**config.mk**
```make
export PLATFORM = sky130hd
export DESIGN_NAME = ysyx_25020037_icache
export DESIGN_NICKNAME = d
export VERILOG_FILES = /design/src/rtl/ysyx_25020037_icache_pkg.sv /design/src/rtl/ysyx_25020037_icache_array.sv /design/src/rtl/ysyx_25020037_icache.sv
export SDC_FILE = /design/constraint.sdc
export NUM_CORES = 1
export LEC_CHECK = 0
export BUFFER_PORTS_ARGS = -buffer_cell sky130_fd_sc_hd__buf_2
export CAP_MARGIN = 20
export CORE_MARGIN = 2
export CORE_UTILIZATION = 25
export CTS_CLUSTER_SIZE = 40
export DETAILED_ROUTE_END_ITERATION = 10
export GPL_ROUTABILITY_DRIVEN = 0
export PLACE_DENSITY = 0.41
export REMOVE_ABC_BUFFERS = 1
export SETUP_SLACK_MARGIN = 0.3
export SLEW_MARGIN = 20
export SYNTH_ARGS = -nofsm -noshare
export SYNTH_HDL_FRONTEND = slang
export SYNTH_SLANG_ARGS = --single-unit
```
**constraint.sdc**
```tcl
create_clock -name clk -period 11.5 [get_ports clk]
set_input_delay 1.15 -clock clk [delete_from_list [all_inputs] [get_ports clk]]
set_output_delay 1.15 -clock clk [all_outputs]
set_load 0.03 [all_outputs]
```
**src/rtl/ysyx_25020037_icache_pkg.sv**
```systemverilog
// Shared definitions for the instruction cache.
// Contents: FSM state encoding and the address-split helpers used by the top.
package ysyx_25020037_icache_pkg;

  typedef enum logic [1:0] {
    IDLE   = 2'd0,
    LOOKUP = 2'd1,
    FILL   = 2'd2,
    RESP   = 2'd3
  } icache_state_e;

  // Byte-offset width of a line.
  function automatic int off_w(input int block_size);
    return $clog2(block_size);
  endfunction

  // Index width.
  function automatic int idx_w(input int num_lines);
    return $clog2(num_lines);
  endfunction

endpackage

```
**src/rtl/ysyx_25020037_icache_array.sv**
```systemverilog
// Valid/tag/line storage for the direct-mapped instruction cache.
// Ports:
//   clk, rst        : clock, async active-high reset (clears valid bits only)
//   rd_idx_i        : read index; rd_valid_o/rd_tag_o/rd_line_o are combinational
//   wr_en_i         : write line at wr_idx_i with wr_tag_i/wr_line_i, set valid
//   clr_all_i       : clear every valid bit (wins over a write on the same edge)
module ysyx_25020037_icache_array #(
  parameter int IDX_W  = 4,
  parameter int TAG_W  = 26,
  parameter int LINE_W = 32
) (
  input  logic              clk,
  input  logic              rst,
  input  logic [IDX_W-1:0]  rd_idx_i,
  output logic              rd_valid_o,
  output logic [TAG_W-1:0]  rd_tag_o,
  output logic [LINE_W-1:0] rd_line_o,
  input  logic              wr_en_i,
  input  logic [IDX_W-1:0]  wr_idx_i,
  input  logic [TAG_W-1:0]  wr_tag_i,
  input  logic [LINE_W-1:0] wr_line_i,
  input  logic              clr_all_i
);

  localparam int N = 1 << IDX_W;

  logic [N-1:0]      valid_q;
  logic [TAG_W-1:0]  tag_q  [N];
  logic [LINE_W-1:0] line_q [N];

  always_ff @(posedge clk or posedge rst) begin
    if (rst) begin
      valid_q <= '0;
    end else if (clr_all_i) begin
      valid_q <= '0;
    end else if (wr_en_i) begin
      valid_q[wr_idx_i] <= 1'b1;
    end
  end

  // Tag and data are deliberately left unreset; valid gates their use.
  always_ff @(posedge clk) begin
    if (wr_en_i) begin
      tag_q[wr_idx_i]  <= wr_tag_i;
      line_q[wr_idx_i] <= wr_line_i;
    end
  end

  assign rd_valid_o = valid_q[rd_idx_i];
  assign rd_tag_o   = tag_q[rd_idx_i];
  assign rd_line_o  = line_q[rd_idx_i];

endmodule

```
**src/rtl/ysyx_25020037_icache.sv**
```systemverilog
// Direct-mapped instruction cache beside the IFU.
// Ports:
//   clk, rst                : clock, async active-high reset
//   icache_addr/icache_req  : lookup request (pulse) and fetch address
//   icache_data/icache_hit  : returned word and "resolved" flag (held in IDLE)
//   icache_ready            : idle, accepts a request or flush
//   mem_req/mem_addr        : line refill request and line-aligned address
//   mem_data/mem_ready      : refill line (byte 0 in [7:0]) and its valid
//   flush                   : invalidate all lines (fence.i)
//   hit_cnt/miss_cnt        : wrapping perf counters
module ysyx_25020037_icache
  import ysyx_25020037_icache_pkg::*;
#(
  parameter int BLOCK_SIZE = 4,
  parameter int NUM_LINES  = 16
) (
  input  logic                    clk,
  input  logic                    rst,
  input  logic [31:0]             icache_addr,
  input  logic                    icache_req,
  output logic [31:0]             icache_data,
  output logic                    icache_hit,
  output logic                    icache_ready,
  output logic                    mem_req,
  output logic [31:0]             mem_addr,
  input  logic [BLOCK_SIZE*8-1:0] mem_data,
  input  logic                    mem_ready,
  input  logic                    flush,
  output logic [31:0]             hit_cnt,
  output logic [31:0]             miss_cnt
);

  localparam int OFF    = off_w(BLOCK_SIZE);
  localparam int IDX    = idx_w(NUM_LINES);
  localparam int TAG    = 32 - OFF - IDX;
  localparam int LINE_W = BLOCK_SIZE * 8;
  localparam int WORDS  = BLOCK_SIZE / 4;

  icache_state_e state_q;
  logic [31:0]   addr_q;
  logic [31:0]   data_q;
  logic          hit_q;
  logic          mreq_q;
  logic [31:0]   maddr_q;
  logic [31:0]   hcnt_q;
  logic [31:0]   mcnt_q;
  logic          fpend_q;

  logic              rd_valid;
  logic [TAG-1:0]    rd_tag;
  logic [LINE_W-1:0] rd_line;
  logic              lookup_hit;
  logic              to_idle;
  logic              clr_all;
  logic              wr_en;

  // Word select is addr[OFF-1:2]; written as a mask so BLOCK_SIZE=4 needs no
  // zero-width slice.
  function automatic logic [31:0] sel_word(input logic [LINE_W-1:0] line,
                                           input logic [31:0]       addr);
    logic [31:0] w;
    w = (addr >> 2) & 32'(WORDS - 1);
    return line[w*32 +: 32];
  endfunction

  ysyx_25020037_icache_array #(
    .IDX_W  (IDX),
    .TAG_W  (TAG),
    .LINE_W (LINE_W)
  ) u_array (
    .clk        (clk),
    .rst        (rst),
    .rd_idx_i   (addr_q[OFF+IDX-1:OFF]),
    .rd_valid_o (rd_valid),
    .rd_tag_o   (rd_tag),
    .rd_line_o  (rd_line),
    .wr_en_i    (wr_en),
    .wr_idx_i   (addr_q[OFF+IDX-1:OFF]),
    .wr_tag_i   (addr_q[31:OFF+IDX]),
    .wr_line_i  (mem_data),
    .clr_all_i  (clr_all)
  );

  assign lookup_hit = rd_valid && (rd_tag == addr_q[31:OFF+IDX]);
  assign to_idle    = ((state_q == LOOKUP) && lookup_hit) || (state_q == RESP);
  // A flush seen outside IDLE is deferred until the access returns to IDLE,
  // so the line just filled is also dropped.
  assign clr_all    = ((state_q == IDLE) && flush) || (to_idle && (flush || fpend_q));
  assign wr_en      = (state_q == FILL) && mem_ready;

  always_ff @(posedge clk or posedge rst) begin
    if (rst) begin
      state_q <= IDLE;
      addr_q  <= '0;
      data_q  <= '0;
      hit_q   <= 1'b0;
      mreq_q  <= 1'b0;
      maddr_q <= '0;
      hcnt_q  <= '0;
      mcnt_q  <= '0;
      fpend_q <= 1'b0;
    end else begin
      case (state_q)
        IDLE: begin
          fpend_q <= 1'b0;
          if (icache_req) begin
            addr_q  <= icache_addr;
            hit_q   <= 1'b0;
            state_q <= LOOKUP;
          end
        end
        LOOKUP: begin
          if (lookup_hit) begin
            hit_q   <= 1'b1;
            data_q  <= sel_word(rd_line, addr_q);
            hcnt_q  <= hcnt_q + 32'd1;
            fpend_q <= 1'b0;
            state_q <= IDLE;
          end else begin
            mreq_q  <= 1'b1;
            maddr_q <= addr_q & ~32'(BLOCK_SIZE - 1);
            mcnt_q  <= mcnt_q + 32'd1;
            fpend_q <= fpend_q | flush;
            state_q <= FILL;
          end
        end
        FILL: begin
          fpend_q <= fpend_q | flush;
          if (mem_ready) begin
            mreq_q  <= 1'b0;
            data_q  <= sel_word(mem_data, addr_q);
            state_q <= RESP;
          end
        end
        RESP: begin
          hit_q   <= 1'b1;
          fpend_q <= 1'b0;
          state_q <= IDLE;
        end
        default: state_q <= IDLE;
      endcase
    end
  end

  assign icache_data  = data_q;
  assign icache_hit   = hit_q;
  assign icache_ready = (state_q == IDLE);
  assign mem_req      = mreq_q;
  assign mem_addr     = maddr_q;
  assign hit_cnt      = hcnt_q;
  assign miss_cnt     = mcnt_q;

endmodule
```
# [After elaboration in Yosys (flattened, before gate mapping)]
# Memories as Yosys holds them, arrays and structs flattened.
# Cells that the tools add are included.
[op_classes] addsub=2 n_lt_le_gt_ge=2 eq_ne=8 mux=23 bitwise=3 n_reduce_logical=21
[ops] cell="$add 32x1->32 const B" count=2
[ops] cell="$mux 32" count=2
[ops] cell="$pmux 32 s2" count=1
[ops] cell="$mux 16" count=2
[ops] cell="$eq 26x26->1" count=1
[ops] cell="$or 16x16->16" count=1
[ops] cell="$mux 1" count=9
[ops] cell="$reduce_and 3->1" count=3
[ops] cell="$ne 2x2->1 const B" count=4
[ops] cell="$pmux 2 s4" count=1
[ops] cell="$reduce_and 2->1" count=4
[ops] cell="$logic_and 1x1->1" count=6
[ops] cell="$mux 2" count=3
[ops] cell="$pmux 1 s3" count=2
[ops] cell="$lt 4x5->1 const B" count=1
[ops] cell="$bmux 1 s4" count=1
[ops] cell="$demux 1 s4" count=1
[ops] cell="$eq 2x2->1 const B" count=2
[ops] cell="$ge 4x1->1 const B" count=1
[ops] cell="$reduce_bool 2->1" count=2
[ops] cell="$logic_or 1x1->1" count=3
[ops] cell="$reduce_bool 3->1" count=1
[ops] cell="$eq 2x1->1 const B" count=1
[ops] cell="$logic_not 2->1" count=1
[ops] cell="4 further kinds" count=4
[totals] register_bits=179 mem_bits_rw=928 wordCells=71 mem_count=2
[memory_table] memory="u_array.line_q" words=16 word_bits=32 read_ports=1 rd_clocked_by_memory_dff=0 write_ports=1 line_no="ysyx_25020037_icache_array.sv:29" text="logic [LINE_W-1:0] line_q [N];"
[memory_table] memory="u_array.tag_q" words=16 word_bits=26 read_ports=1 rd_clocked_by_memory_dff=0 write_ports=1 line_no="ysyx_25020037_icache_array.sv:28" text="logic [TAG_W-1:0] tag_q [N];"

# [Depth between registers and ports, before layout]
[depth] depth_word=8 ltp_mapped=15 depth_no_buf=9

# [Modules after synthesis]
# From an unflattened synthesis, not the netlist that was laid out.
[unflattened] cells_unflattened=2075 area_unflattened_um2=42716.0
[by_module_without_submodules] module="ysyx_25020037_icache_array" n_inst=1 cells_each=1507 area_each_um2=35407.7
[by_module_without_submodules] module="ysyx_25020037_icache" n_inst=1 cells_each=568 area_each_um2=7308.3

# [Least setup slack after synthesis]
# Ideal clock, no wire load.
[synth_timing] path_type="input port to flip-flop" start="in mem_ready" end="mem u_array.line_q[0][0] (enable)" setup_ns=0.548 arrival_time_ns=5.585 path_slack_ns=5.368 path_stages=4 cell_sequence="inv_1 -> nor2_1 -> nand2_1 -> nor3_1"
[synth_between] elab_chain_cells=3
[synth_rtl] item="start: declaration" line_no="ysyx_25020037_icache.sv:27" text="input logic mem_ready,"
[synth_rtl] item="$logic_and 1x1->1" line_no="ysyx_25020037_icache.sv:89" text="assign wr_en = (state_q == FILL) && mem_ready;"
[synth_rtl] item="$mux 1" line_no="ysyx_25020037_icache_array.sv:43" text="if (wr_en_i) begin"
[synth_rtl] item="$mux 1 (not written as such)" line_no="ysyx_25020037_icache_array.sv:45" text="line_q[wr_idx_i] <= wr_line_i;"
[synth_rtl] item="end: declaration" line_no="ysyx_25020037_icache_array.sv:29"
# Every way passes these cells.

# [Worst setup path after layout]
[layout_timing] start="reg addr_q[5]" end="reg data_q[18], in the netlist icache_data[18]"
[layout_between] elab_chain_cells=5
[layout_rtl] item="start: declaration" line_no="ysyx_25020037_icache.sv:40" text="logic [31:0] addr_q;"
[layout_rtl] item="start signal: assignment" line_no="ysyx_25020037_icache.sv:107" text="addr_q <= icache_addr;"
[layout_rtl] item="$mem_v2 16x26 / $bmux 1 s4 (equally long branches)"
[layout_rtl] item="$eq 26x26->1 / $mux 1 (equally long branches)" line_no="ysyx_25020037_icache.sv:84, ysyx_25020037_icache_array.sv:49"
[layout_rtl] item="$logic_and 1x1->1" line_no="ysyx_25020037_icache.sv:84" text="assign lookup_hit = rd_valid && (rd_tag == addr_q[31:OFF+IDX]);"
[layout_rtl] item="$ne 2x2->1 (no source line)"
[layout_rtl] item="$reduce_and 3->1 (no source line)"
[layout_rtl] item="end signal: assignment" line_no="ysyx_25020037_icache.sv:115" text="data_q <= sel_word(rd_line, addr_q);"
[layout_rtl] item="end signal: assignment" line_no="ysyx_25020037_icache.sv:131" text="data_q <= sel_word(mem_data, addr_q);"
[layout_rtl] item="end: declaration" line_no="ysyx_25020037_icache.sv:41" text="logic [31:0] data_q;"
# Parallel ways exist; a longest one is shown, timed or not. The select of a mux whose other input is x is not followed.
# A chain may end at the register's enable or synchronous reset.

==> summary.md <==
| Metric | Value |
|---|---|
| Outcome | complete, no violations |
| Setup crit end kind | flop |
| Final Hold Fails | 0 |
| Tot Pwr | 13.0 mW |
| Worst Path Max Fanout | between 40 and 50 |
| 1st-pass router iterations | 7 |
| Wire per inst | 23.8 microns |
| Ys Warns | 0 |
| Final #Nets | 2538 |
| Final period util | 0.551 |
| Leak | between 15 and 20 nW |
| Final ANT Viol Nets | 0 |
| Fin crit period | between 6 and 7 ns |
| Hold WC Path Type | input pin to async pin |
| Gate count of the mapped netlist | 2177 |
| Cell row count | ~150 |
| CTS Buf Count | around 130 |
| Worst-skew pair later-pin latency | 0.77 ns |
| Ranking of synthesized cells by area | edfxtp_1, mux4_2, dfrtp_1 |
| Largest net degree at the start of global routing | 118 |
| Number of synthesized flops with an enable pin | between 900 and 1k |
| Total Wirelength | 116000 microns |
| TritonCTS clock tree | built |
| Io pins | 200 |
| Clk buf depth | 3 |
| Register bit total from synthesis | ~1.1k |
| First-pass GRT wire length | about 170000 microns |
| Final Non-Filler Cells | around 4.9k |
| Synth top cells by count | edfxtp_1, mux4_2, dfrtp_1 |
| Placed instance count | 4642 |
| Worst Path Required | 12.14 ns |
| Dpl hpwl | 62800 microns |
| M3 GR Usage | 0.0253 |
| Port buffer count | slightly below 200 |
| Setup Skew | between 0.02 and 0.03 ns |
| Total clock sinks | around 1.1k |
| Via/cell ratio | 4.43 |
| CP peak stage delay | 1.03 ns |
| Slew Limit Fails | 0 |
| GRT met1 Usage | 0.168 |
| Gr usage total | 0.133 |
| VDD IR max | roughly 0.18 mV |
| Worst path arrival time | 6.98 ns |
| Share of cells above drive strength 1 | 0.293 |
| Finished Cell Area | ~0.05 sq mm |
| DR DRC count | 0 |
| Setup_tns | 0 ns |
| PwrDens | 252 mW/mm^2 |
| Slowest stage cell, crit path | a2111oi_0 |
| Post-DP Area | around 0.047 sq mm |
| Synthesized area per cell | between 15 and 20 sq um |
| Critical Path Most Common Cell | buf_4 |
| Synth area leader | edfxtp_1 |
| Final setup viols | 0 |
| Crit-path cells | buf_4 -> buf_4 -> nor2b_2 -> buf_4 -> a22oi_1 -> nand3_1 -> a2111oi_0 -> a22oi_1 -> a2111o_1 -> nor4_4 -> buf_4 -> nor2_4 -> buf_4 -> mux2_1 |
| Gr ovfl total | 0 |
| Initial antenna violation count | 11 |
| Initial Util | 0.252 |
| 1st-iter DRT viols | 1380 |
| Max_cap viols | 0 |
| Rel. slew slack | 0.192 |
| Least-Margin Pin Slew | 1.18 ns |
| Most common cell in the netlist | edfxtp_1 |
| Post-CTS sizing | 0 |
| Area Overhead vs Synth | 19.1% |
| Clock slew at reported path FFs | 0.06 ns |
| CP Launch Type | flop |
| GRT met2 Usage | 0.230 |
| Vias | between 20k and 25k |
| H-tree Lvls | 4 |
| Primary FF master, synth | edfxtp_1 |
| Hold buffer count at CTS | 0 |
| Synth top area share | 0.644 |
| Distinct cell type count after synthesis | 54 |
| Worst setup path class | flop to flop |
| Root Driver | clkbuf_16 |
| Synthesized cell area | 0.0432 sq mm |
| Unrepaired setup endpoints after global routing | no |
| Post-CTS Setup Bufs | 0 |
| Die ar. | 0.176 sq mm |
| Die width | 420 microns |
| Vias in the first global route | around 24k |
| Core area | 0.172 sq mm |
| Die height | roughly 420 microns |
| Grt peak-use layer | met2 |
| Post-synth ARST share | 0.160 |
| Sequential fraction of the synthesis area | 0.747 |
| Highest clock rate | 0.158 GHz |
## power by group
part	total (mW)	switching [mW]	internal [mW]
clock	4.08	1.72	2.36
sequential	5.32	0.408	4.91
combinational	3.59	2.06	1.52
total	13.0	4.19	8.80
## metal layers
| metal | wire length (microns) | part of all wire |
|---|---|---|
| met5 | 0 | 0 |
| met4 | 2410 | 0.021 |
| met3 | 4570 | 0.039 |
| met2 | 59200 | 0.51 |
| met1 | 50100 | 0.43 |
## cells in the final DEF (no fill, tap or decap), drive strengths merged, types with 3 or more instances in the layout
| cell type | count |
|---|---|
| dfrtp | 177 |
| mux2 | 96 |
| diode | 3 |
| clkbuf | 161 |
| xor2 | 38 |
| clkinv | 59 |
| nor2b | 12 |
| buf | 265 |
| a21oi | 8 |
| nand2b | 5 |
| o31ai | 3 |
| o21a | 19 |
| nor2 | 43 |
| mux4 | 227 |
| a22o | 17 |
| nand2 | 148 |
| or2 | 3 |
| and3 | 19 |
| bufinv | 9 |
| nor3 | 22 |
| o22a | 3 |
| nor3b | 4 |
| a221oi | 7 |
| clkinvlp | 7 |
| nand4 | 13 |
| xnor2 | 50 |
| inv | 16 |
| nor4 | 9 |
| o21ai | 13 |
| or3b | 3 |
| edfxtp | 928 |
| a22oi | 25 |
| nand3 | 34 |
| o211ai | 4 |
| mux2i | 99 |
| and2 | 6 |
| o22ai | 3 |
## critical path, delay by kind of cell, from the launching register on
kind / cells / cell delay (ns)
buf+inv: 5 / 2.36
simple gates: 4 / 0.44
mux: 1 / 0.39
compound gates: 4 / 2.04
flops: 1 / 0.80
## stage by stage
stage,setup WS [ns],util,hold slack (ns)
after floorplan,-0.196,-,0.453
after global placement,5.17,0.275,0.456
after detailed placement,5.08,0.275,0.460
after CTS,5.06,0.300,0.451
after global routing,4.87,0.300,0.450
final,5.16,0.300,0.425
## cell families (layout without fill, tap and decap cells)
logic type / Yosys count / in the layout / share of synthesized area
xor gates and xnor gates: 88 / 88 / 0.0178
and+or+nand+nor: 325 / 325 / 0.0356
adders and majority gates: 2 / 2 / 0.000579
other: 1 / 5 / 0.0000867
muxes: 422 / 422 / 0.166
DFF: 1105 / 1105 / 0.747
buffers and inverters: 119 / 517 / 0.0130
AOI/OAI and AO/OA: 115 / 115 / 0.0199
## worst paths after layout
kind,from,to,slack [ns],cells past startpoint
min,rst,hit_cnt[24],0.42,2
min in group clk,miss_cnt[31],miss_cnt[31],0.48,1
max in group asynchronous,rst,addr_q[2],9.70,3
max,addr_q[5],icache_data[18],5.16,14
max reg2reg,addr_q[5],icache_data[18],5.16,14
min reg2reg,miss_cnt[31],miss_cnt[31],0.48,1
## cell type report
class                      instances  area [sq um]
clock inverter                    83           790
clock buffer                     161          3440
sequential                      1105         32300
tap                             2310          2890
multi-input combinational        954         10500
fill                           16800        120000
inverter                           8          37.5
timing repair buffer             265          1510
antenna                            3          7.51
## flip-flops by register name, indices dropped and copies added (netlist names), 16 cells and up, named ones only
register         count
u_array.line_q     512
u_array.tag_q      416
hit_cnt             32
icache_data         32
miss_cnt            32
addr_q              30
mem_addr            30
u_array.valid_q     16
Power figures use the tool's default switching activity.
